$ cat src/rtl/instr_fetch_if.sv
// Instruction-memory read channel between the fetch stage and instruction memory.
interface instr_fetch_if;
  logic        MemReq;
  logic [31:0] MemAddr;
  logic        MemAck;
  logic [31:0] MemRData;

  modport master (output MemReq, output MemAddr, input MemAck, input MemRData);
  modport slave  (input MemReq, input MemAddr, output MemAck, output MemRData);
endinterface

$ cat src/rtl/instr_fetch.sv
// Multicycle MIPS instruction fetch: samples the PC on Start, reads imem over req/ack
// with a bounded wait, latches IR and PC+4, and records misalignment/timeout faults.
//
// state | meaning
// IDLE  | waiting for Start; IR/NPC/IRValid hold the last fetch
// REQ   | MemReq high, waiting up to TIMEOUT cycles for MemAck
// DONE  | fetch complete, PCWE high for this one cycle
// FAULT | sticky fault; only Flush or reset leaves
module instr_fetch #(
  parameter int TIMEOUT = 16
) (
  input  logic                 CLK,
  input  logic                 RST,
  input  logic [31:0]          PCIn,
  input  logic                 Start,
  input  logic                 Flush,
  instr_fetch_if.master        mem,
  output logic [31:0]          IR,
  output logic [31:0]          NPC,
  output logic                 PCWE,
  output logic                 IRValid,
  output logic                 Busy,
  output logic                 Fault,
  output logic [1:0]           FaultCause
);

  typedef enum logic [1:0] {IDLE, REQ, DONE, FAULT} state_t;

  localparam logic [1:0] CAUSE_NONE    = 2'b00;
  localparam logic [1:0] CAUSE_ALIGN   = 2'b01;
  localparam logic [1:0] CAUSE_TIMEOUT = 2'b10;
  localparam logic [7:0] WAIT_LAST     = 8'(TIMEOUT - 1);

  state_t      state_q;
  logic        mem_req_q;
  logic [31:0] mem_addr_q;
  logic [31:0] ir_q;
  logic [31:0] npc_q;
  logic        pcwe_q;
  logic        ir_valid_q;
  logic        fault_q;
  logic [1:0]  fault_cause_q;
  logic [7:0]  wait_cnt_q;

  always_ff @(posedge CLK) begin
    if (!RST) begin
      state_q       <= IDLE;
      mem_req_q     <= 1'b0;
      mem_addr_q    <= '0;
      ir_q          <= '0;
      npc_q         <= '0;
      pcwe_q        <= 1'b0;
      ir_valid_q    <= 1'b0;
      fault_q       <= 1'b0;
      fault_cause_q <= CAUSE_NONE;
      wait_cnt_q    <= '0;
    end else if (Flush) begin
      // IR, NPC and MemAddr deliberately hold across an abort
      state_q       <= IDLE;
      mem_req_q     <= 1'b0;
      pcwe_q        <= 1'b0;
      ir_valid_q    <= 1'b0;
      fault_q       <= 1'b0;
      fault_cause_q <= CAUSE_NONE;
    end else begin
      pcwe_q <= 1'b0;
      unique case (state_q)
        IDLE: begin
          if (Start) begin
            ir_valid_q <= 1'b0;
            if (PCIn[1:0] == 2'b00) begin
              mem_addr_q <= PCIn;
              mem_req_q  <= 1'b1;
              wait_cnt_q <= '0;
              state_q    <= REQ;
            end else begin
              fault_q       <= 1'b1;
              fault_cause_q <= CAUSE_ALIGN;
              state_q       <= FAULT;
            end
          end
        end
        REQ: begin
          // an ack on the final wait cycle still completes the fetch
          if (mem.MemAck) begin
            ir_q       <= mem.MemRData;
            npc_q      <= mem_addr_q + 32'd4;
            mem_req_q  <= 1'b0;
            ir_valid_q <= 1'b1;
            pcwe_q     <= 1'b1;
            state_q    <= DONE;
          end else if (wait_cnt_q == WAIT_LAST) begin
            mem_req_q     <= 1'b0;
            fault_q       <= 1'b1;
            fault_cause_q <= CAUSE_TIMEOUT;
            state_q       <= FAULT;
          end else begin
            wait_cnt_q <= wait_cnt_q + 8'd1;
          end
        end
        DONE:    state_q <= IDLE;
        FAULT:   state_q <= FAULT;
        default: state_q <= IDLE;
      endcase
    end
  end

  assign mem.MemReq  = mem_req_q;
  assign mem.MemAddr = mem_addr_q;
  assign IR          = ir_q;
  assign NPC         = npc_q;
  assign PCWE        = pcwe_q;
  assign IRValid     = ir_valid_q;
  assign Busy        = (state_q == REQ);
  assign Fault       = fault_q;
  assign FaultCause  = fault_cause_q;

endmodule

$ cat src/flat_wrapper.sv
// flat-port wrapper written by rule: the top's interface ports become plain ports
module instr_fetch_flat 
#(
  parameter int TIMEOUT = 16
)
  (CLK, RST, PCIn, Start, Flush, IR, NPC, PCWE, IRValid, Busy, Fault, FaultCause, mem_MemReq, mem_MemAddr, mem_MemAck, mem_MemRData);
  instr_fetch_if mem_i ();
  input  logic CLK;
  input  logic RST;
  input  logic [31:0] PCIn;
  input  logic Start;
  input  logic Flush;
  output logic [31:0] IR;
  output logic [31:0] NPC;
  output logic PCWE;
  output logic IRValid;
  output logic Busy;
  output logic Fault;
  output logic [1:0] FaultCause;
  output wire logic [$bits(mem_i.MemReq)-1:0] mem_MemReq;
  output wire logic [$bits(mem_i.MemAddr)-1:0] mem_MemAddr;
  input wire logic [$bits(mem_i.MemAck)-1:0] mem_MemAck;
  input wire logic [$bits(mem_i.MemRData)-1:0] mem_MemRData;
  assign mem_MemReq = mem_i.MemReq;
  assign mem_MemAddr = mem_i.MemAddr;
  assign mem_i.MemAck = mem_MemAck;
  assign mem_i.MemRData = mem_MemRData;
  instr_fetch #(.TIMEOUT(TIMEOUT)) u_core (.CLK(CLK), .RST(RST), .PCIn(PCIn), .Start(Start), .Flush(Flush), .mem(mem_i), .IR(IR), .NPC(NPC), .PCWE(PCWE), .IRValid(IRValid), .Busy(Busy), .Fault(Fault), .FaultCause(FaultCause));
endmodule
$ cat config.mk
export PLATFORM = sky130hd
export DESIGN_NAME = instr_fetch_flat
export DESIGN_NICKNAME = d
export VERILOG_FILES = /design/src/rtl/instr_fetch_if.sv /design/src/rtl/instr_fetch.sv /design/src/flat_wrapper.sv
export SDC_FILE = /design/constraint.sdc
export NUM_CORES = 1
export LEC_CHECK = 0
export ABC_AREA = 1
export ABC_CLOCK_PERIOD_IN_PS = 3200
export CAP_MARGIN = 40
export CORE_ASPECT_RATIO = 0.9
export CORE_MARGIN = 3
export CORE_UTILIZATION = 25
export DETAILED_ROUTE_END_ITERATION = 6
export SETUP_SLACK_MARGIN = 0.02
export SLEW_MARGIN = 20
export SYNTH_ARGS = -nofsm -noshare
export SYNTH_HDL_FRONTEND = slang
export SYNTH_SLANG_ARGS = --single-unit
$ cat constraint.sdc
create_clock -name CLK -period 3.2 [get_ports CLK]
set_input_delay 0.32 -clock CLK [delete_from_list [all_inputs] [get_ports CLK]]
set_output_delay 0.32 -clock CLK [all_outputs]
set_load 0.05 [all_outputs]
==> run metrics, run 1 <==
Area Overhead vs Synth=42.9%; Final Max Tran Viols=0; Data arrival, critical path=between 1.5 and 2 ns; Synth warnings=0; Clock Tree Buf Depth=2; Net Sw Frac=0.278; Setup-failing EPs final=0; # Post-CTS Setup Buffers=0; Max IR drop VDD=0.000236 V; Fin Hold WS=approximately 0.37 ns; Pwr Total=about 3.1 mW; post-CTS sizing=0; CTS tree=yes; initial antenna violation count=0; Syn Inst Count=747; DIE HEIGHT=between 100 and 150 um; wire per inst=14.2 um; DR pass1 iterations=5; Final GP Congestion=0.877; final hold vios=0; initial core utilization=0.259; via count=a little over 5000; Mapped Avg Cell Area=slightly below 7 sq um; DIE WIDTH=between 150 and 200 um; synthesized flop and latch total=between 100 and 150; worst endpoint required time=2.88 ns; global-route wire length before repair=25500 um; CP max FO=9; # DRC=0; Clock Power Share=0.386; layout cells sized above 1=0.0385; Post-synth EDFFs=0; Worst-path clk slew=0.07 ns; htree depth=3; Max-Cap Viols=0; CP max-delay cell=clkdlybuf4s50_1; sequential cell area fraction in the yosys report=0.442; Sequential Power Share=0.470; total track usage=0.148; detailed router's first-iteration violation count=324; # rows=48; TritonCTS Buffers=9; outcome=completed; number of vias per cell=approximately 4.3; clock sinks=112; Int Pwr=roughly 2.3 mW; pre-CTS setup slack=around 1.3 ns; startpoint types=register; Setup WS post-layout=roughly 1.0 ns; max incr delay on CP=between 0.8 and 0.9 ns; clk_lat worst skew=around 0.36 ns; vias in the first global route=around 4600; final cycle utilization of the critical path=0.681; Hold WC Path Type=in -> reg; P_leak=2.82 nW; Detail Route Antenna Nets=0; Syn Nets=approximately 820; largest net degree at the start of global routing=between 90 and 100; crit-path cells=inv_2, nor2_4, clkdlybuf4s50_1; TNS Setup=0 ns; core area=0.0196 sq mm; die area=between 0.02 and 0.025 sq mm; num ports=between 150 and 200; Sw Pwr=slightly below 0.9 mW; top-count cell post-synth=nor2_1; cell area after synthesis=between 0.005 and 0.006 sq mm; headroom to the max-slew limit=0.480; Yosys top cell area share=0.442; synth cell count leaders=nor2_1, nand2_1, dfxtp_1; top cells by area, synth=dfxtp_1, nor2_1, nand2_1; unrepaired setup endpoints after global routing=no; combinational power share=0.144; Synth Flop Type=dfxtp_1; Setup Skew=0.0116 ns; element type at the critical path end=output pin; Tmin final=~2.2 ns; hpwl dp=12000 um; WL final=between 15000 and 20000 um; Cell variety after synth=29; grt ovf=0; fraction of registers with async set/reset=0; kind of critical path=reg -> out; worst-margin pin slew=0.780 ns; number of inserted diodes=0; Clock Tree Root=clkbuf_16; Port-buffer cells=171; fmax=between 400 and 500 MHz; Pwr Density=between 400 and 500 mW/mm^2; Final #Nets=974; leading area contributor after synthesis=dfxtp_1; # hold bufs at CTS=0
-- area by class of cell --
cell class              instances  area (sq um)
inverters                      86           325
flip-flops and latches        112          2240
clock buffers                  10           239
multi-input cells             519          2310
fillers                      2074         12300
well taps                     250           313
repair buffers                175          1750
clock inverters                 6          72.6
-- per-layer routing --
| layer | vias to the layer above | track usage | part of all wire |
|---|---|---|---|
| met5 | - | 0 | 0 |
| met4 | 0 | 0.0474 | 0.016 |
| li1 | 2663 | - | - |
| met2 | 111 | 0.225 | 0.45 |
| met1 | 2249 | 0.205 | 0.49 |
| met3 | 14 | 0.0374 | 0.047 |
-- cells by family after synthesis --
| family | share of synthesized area |
|---|---|
| simple gates | 0.298 |
| compound gates | 0.136 |
| buf+inv | 0.104 |
| flops | 0.442 |
| xor+xnor | 0.0155 |
| fa+ha+maj | 0.00493 |
-- power groups by stage --
stage | combinational (mW) | clock, mW | sequential [mW]
global placement | 0.452 | 0 | 1.50
CTS | 0.454 | 1.25 | 1.47
detailed placement | 0.452 | 0 | 1.50
finish | 0.450 | 1.20 | 1.47
global route | 0.483 | 1.29 | 1.47
floorplan | 0.131 | 0 | 1.62
-- layout by cell type (no fill, tap or decap), types with 3 or more instances in the layout --
| cell type | count |
|---|---|
| a21oi_1 | 43 |
| buf_4 | 3 |
| clkbuf_16 | 9 |
| clkdlybuf4s50_1 | 170 |
| dfxtp_1 | 112 |
| inv_1 | 83 |
| nand2_1 | 133 |
| nand3_1 | 44 |
| nand4_1 | 3 |
| nor2_1 | 178 |
| nor2_2 | 5 |
| nor3_1 | 5 |
| o21ai_0 | 46 |
| o21ai_1 | 41 |
| xor2_1 | 7 |
-- stage by stage --
| stage | area, sq um | cells | util |
|---|---|---|---|
| after CTS | 7250 | 1158 | 0.370 |
| final | 7250 | 1158 | 0.370 |
| after floorplan | 5080 | 747 | - |
| after global placement | 6940 | 1142 | 0.355 |
| after detailed placement | 6940 | 1142 | 0.355 |
| after global routing | 7250 | 1158 | 0.370 |
-- flip-flops by register name, summed over array words and instances, names as in the netlist, 2 cells and up --
signal              cells
u_core.mem.MemAddr     32
u_core.state_q          2
u_core.FaultCause       2
u_core.wait_cnt_q       8
u_core.NPC             32
u_core.IR              32
-- critical path, delay by kind of cell, from the launching register on --
kind | cells | cell delay, ns
buffers and inverters | 2 | 0.92
AND/OR/NAND/NOR | 1 | 0.21
flip-flops | 1 | 0.38
-- final timing paths --
path	startpoint	endpoint	slack, ns	depth (start not counted)
worst max register to register	u_core.mem.MemAddr[3]	u_core.NPC[22]	1.36	10
worst min-delay path	RST	u_core.mem.MemReq	0.37	5
worst max-delay path	u_core.state_q[0]	Busy	1.02	3
worst min register to register	u_core.FaultCause[0]	u_core.FaultCause[0]	0.44	2
Power figures use the tool's default switching activity.
==> run 2: changes to the inputs <==
--- a/config.mk
+++ b/config.mk
@@ -6,7 +6,7 @@
 export NUM_CORES = 1
 export LEC_CHECK = 0
 export ABC_AREA = 1
-export ABC_CLOCK_PERIOD_IN_PS = 3200
+export ABC_CLOCK_PERIOD_IN_PS = 2000
 export CAP_MARGIN = 40
 export CORE_ASPECT_RATIO = 0.9
 export CORE_MARGIN = 3
==> constraint.sdc (replaced) <==
create_clock -name CLK -period 2 [get_ports CLK]
set_input_delay 0.2 -clock CLK [delete_from_list [all_inputs] [get_ports CLK]]
set_output_delay 0.2 -clock CLK [all_outputs]
set_load 0.05 [all_outputs]
==> run metrics, run 2 (synthesis gave the netlist of run 1 again) <==
core area=0.0196 sq mm (unchanged); FF-to-FF setup slack=0.20 ns (was 1.36 ns); DIE WIDTH=156 um (unchanged); Fin Hold WS=0.278 ns (was 0.367 ns); CP top delay family=buffers and inverters (unchanged); htree depth=3 (unchanged); crit-path cells=clkdlybuf4s50_1 (was inv_2, nor2_4, clkdlybuf4s50_1); worst-margin pin slew=0.689 ns (was 0.780 ns); CTS tree=yes (unchanged); buffer and inverter count on the worst path=1 (was 2); Clock Tree Root=clkbuf_16 (unchanged); initial antenna violation count=0 (unchanged); total track usage=0.150 (was 0.148); Final GP Congestion=0.853 (was 0.877); Setup WS post-layout=0.127 ns (was 1.02 ns); Final #Nets=980 (was 974); die area=0.0221 sq mm (unchanged); grt ovf=0 (unchanged); wire per inst=14.1 um (was 14.2 um); number of inserted diodes=0 (unchanged); detailed router's first-iteration violation count=384 (was 324); Tmin final=roughly 1.9 ns; placed inst area=0.00702 sq mm (was 0.00694 sq mm); commonest non-fill, non-tap cell in the layout=nor2_1 (unchanged); startpoint types=register (unchanged); WL final=16500 um (was 16400 um); final hold vios=0 (unchanged); # Post-CTS Setup Buffers=0 (unchanged); worst endpoint required time=1.80 ns (was 2.88 ns); Setup Skew=0.00918 ns (was 0.0116 ns); Hold WC Path Type=in -> reg (unchanged); global-route wire length before repair=25900 um (was 25500 um); DIE HEIGHT=141 um (unchanged); Pwr Density=679 mW/mm^2 (was 430 mW/mm^2); # DRC=0 (unchanged); Finished Cell Area=0.00734 sq mm (was 0.00725 sq mm); CP max FO=5 (was 9); number of vias per cell=4.36 (was 4.35); Max IR drop VDD=0.000368 V (was 0.000236 V); initial core utilization=0.259 (unchanged); final cycle utilization of the critical path=0.936; clock sinks=112 (unchanged); Final Max Tran Viols=0 (unchanged); num ports=172 (unchanged); Max-Cap Viols=0 (unchanged); Data arrival, critical path=1.67 ns (was 1.86 ns); P_leak=2.87 nW (was 2.82 nW); Port-buffer cells=171 (unchanged); leading cell types in the layout, fill and taps excluded=nor2_1, clkdlybuf4s50_1, nand2_1, dfxtp_1, inv_1 (unchanged); clk_lat worst skew=0.35 ns (was 0.36 ns); largest net degree at the start of global routing=77 (was 92); TNS Setup=0 ns (unchanged); # hold bufs at CTS=0 (unchanged); fmax=534 MHz; unrepaired setup endpoints after global routing=no (unchanged); layout cells sized above 1=0.0460 (was 0.0385); CP max-delay cell=clkdlybuf4s50_1 (unchanged); element type at the critical path end=output pin (unchanged); vias in the first global route=4735 (was 4626); via count=5074 (was 5037); outcome=completed (unchanged); Area Overhead vs Synth=44.5% (was 42.9%); headroom to the max-slew limit=0.540 (was 0.480); hpwl dp=12400 um (was 12000 um); DR pass1 iterations=5 (unchanged); kind of critical path=reg -> out (unchanged); Detail Route Antenna Nets=0 (unchanged); max incr delay on CP=0.86 ns (was 0.85 ns); TritonCTS Buffers=9 (unchanged); Clock Tree Buf Depth=2 (unchanged); Setup-failing EPs final=0 (unchanged); post-CTS sizing=0 (unchanged); Worst-path clk slew=0.07 ns (about the same); pre-CTS setup slack=0.223 ns (was 1.27 ns); # rows=48 (unchanged)
==> run 2: cell types whose count changed in the layout (fill, tap and decap cells not counted), sizes merged <==
cell / delta
clkbuf: +1
clkdlybuf4s50: -1
buf: +7
inv: -1
clkinv: -1
clkinvlp: +1
==> run 2: power breakdown <==
part / switching, mW / internal, mW
combinational: 0.440 / 0.295
sequential: 0.0549 / 2.29
clock: 0.849 / 1.05
total: 1.34 / 3.64
==> run 2: final timing paths <==
check	from	endpoint	cells past startpoint
max	u_core.mem.MemAddr[5]	mem_MemAddr[5]	1
min	RST	u_core.FaultCause[0]	5
max reg2reg	u_core.mem.MemAddr[3]	u_core.NPC[22]	10
min reg2reg	u_core.mem.MemReq	u_core.mem.MemReq	2
==> run 2: worst reg2reg max path: stages, from the launching register on <==
cell	delay (ns)
dfxtp_1	0.39
ha_1	0.24
inv_1	0.08
nor2_2	0.18
nand2_1	0.12
nor2_2	0.36
nand2_1	0.11
nand2_1	0.07
nand3_1	0.06
nand2_1	0.06
inv_1	0.03
==> run 2: area by class of cell <==
cell class              count  area, sq um
repair buffers            181         1830
inverters                  86          325
well taps                 250          313
clock buffers              11          253
fillers                  2097        12200
clock inverters             5         62.6
flip-flops and latches    112         2240
multi-input cells         519         2310
==> run 2: per-layer routing <==
layer / track usage / vias up / wire, um
met5: 0 / - / 0
met2: 0.232 / 122 / 7340
met1: 0.208 / 2265 / 8170
met4: 0.0442 / 0 / 259
li1: - / 2674 / -
met3: 0.0331 / 13 / 697
==> run 2: through the flow <==
stage          total power, mW  std cells  utilization
3_3_place_gp              3.13       1148        0.359
3_5_place_dp              3.13       1148        0.359
2_1_floorplan             2.80        747            -
4_1_cts                   5.05       1164        0.375
6_report                  4.98       1164        0.375
5_1_grt                   5.20       1164        0.375
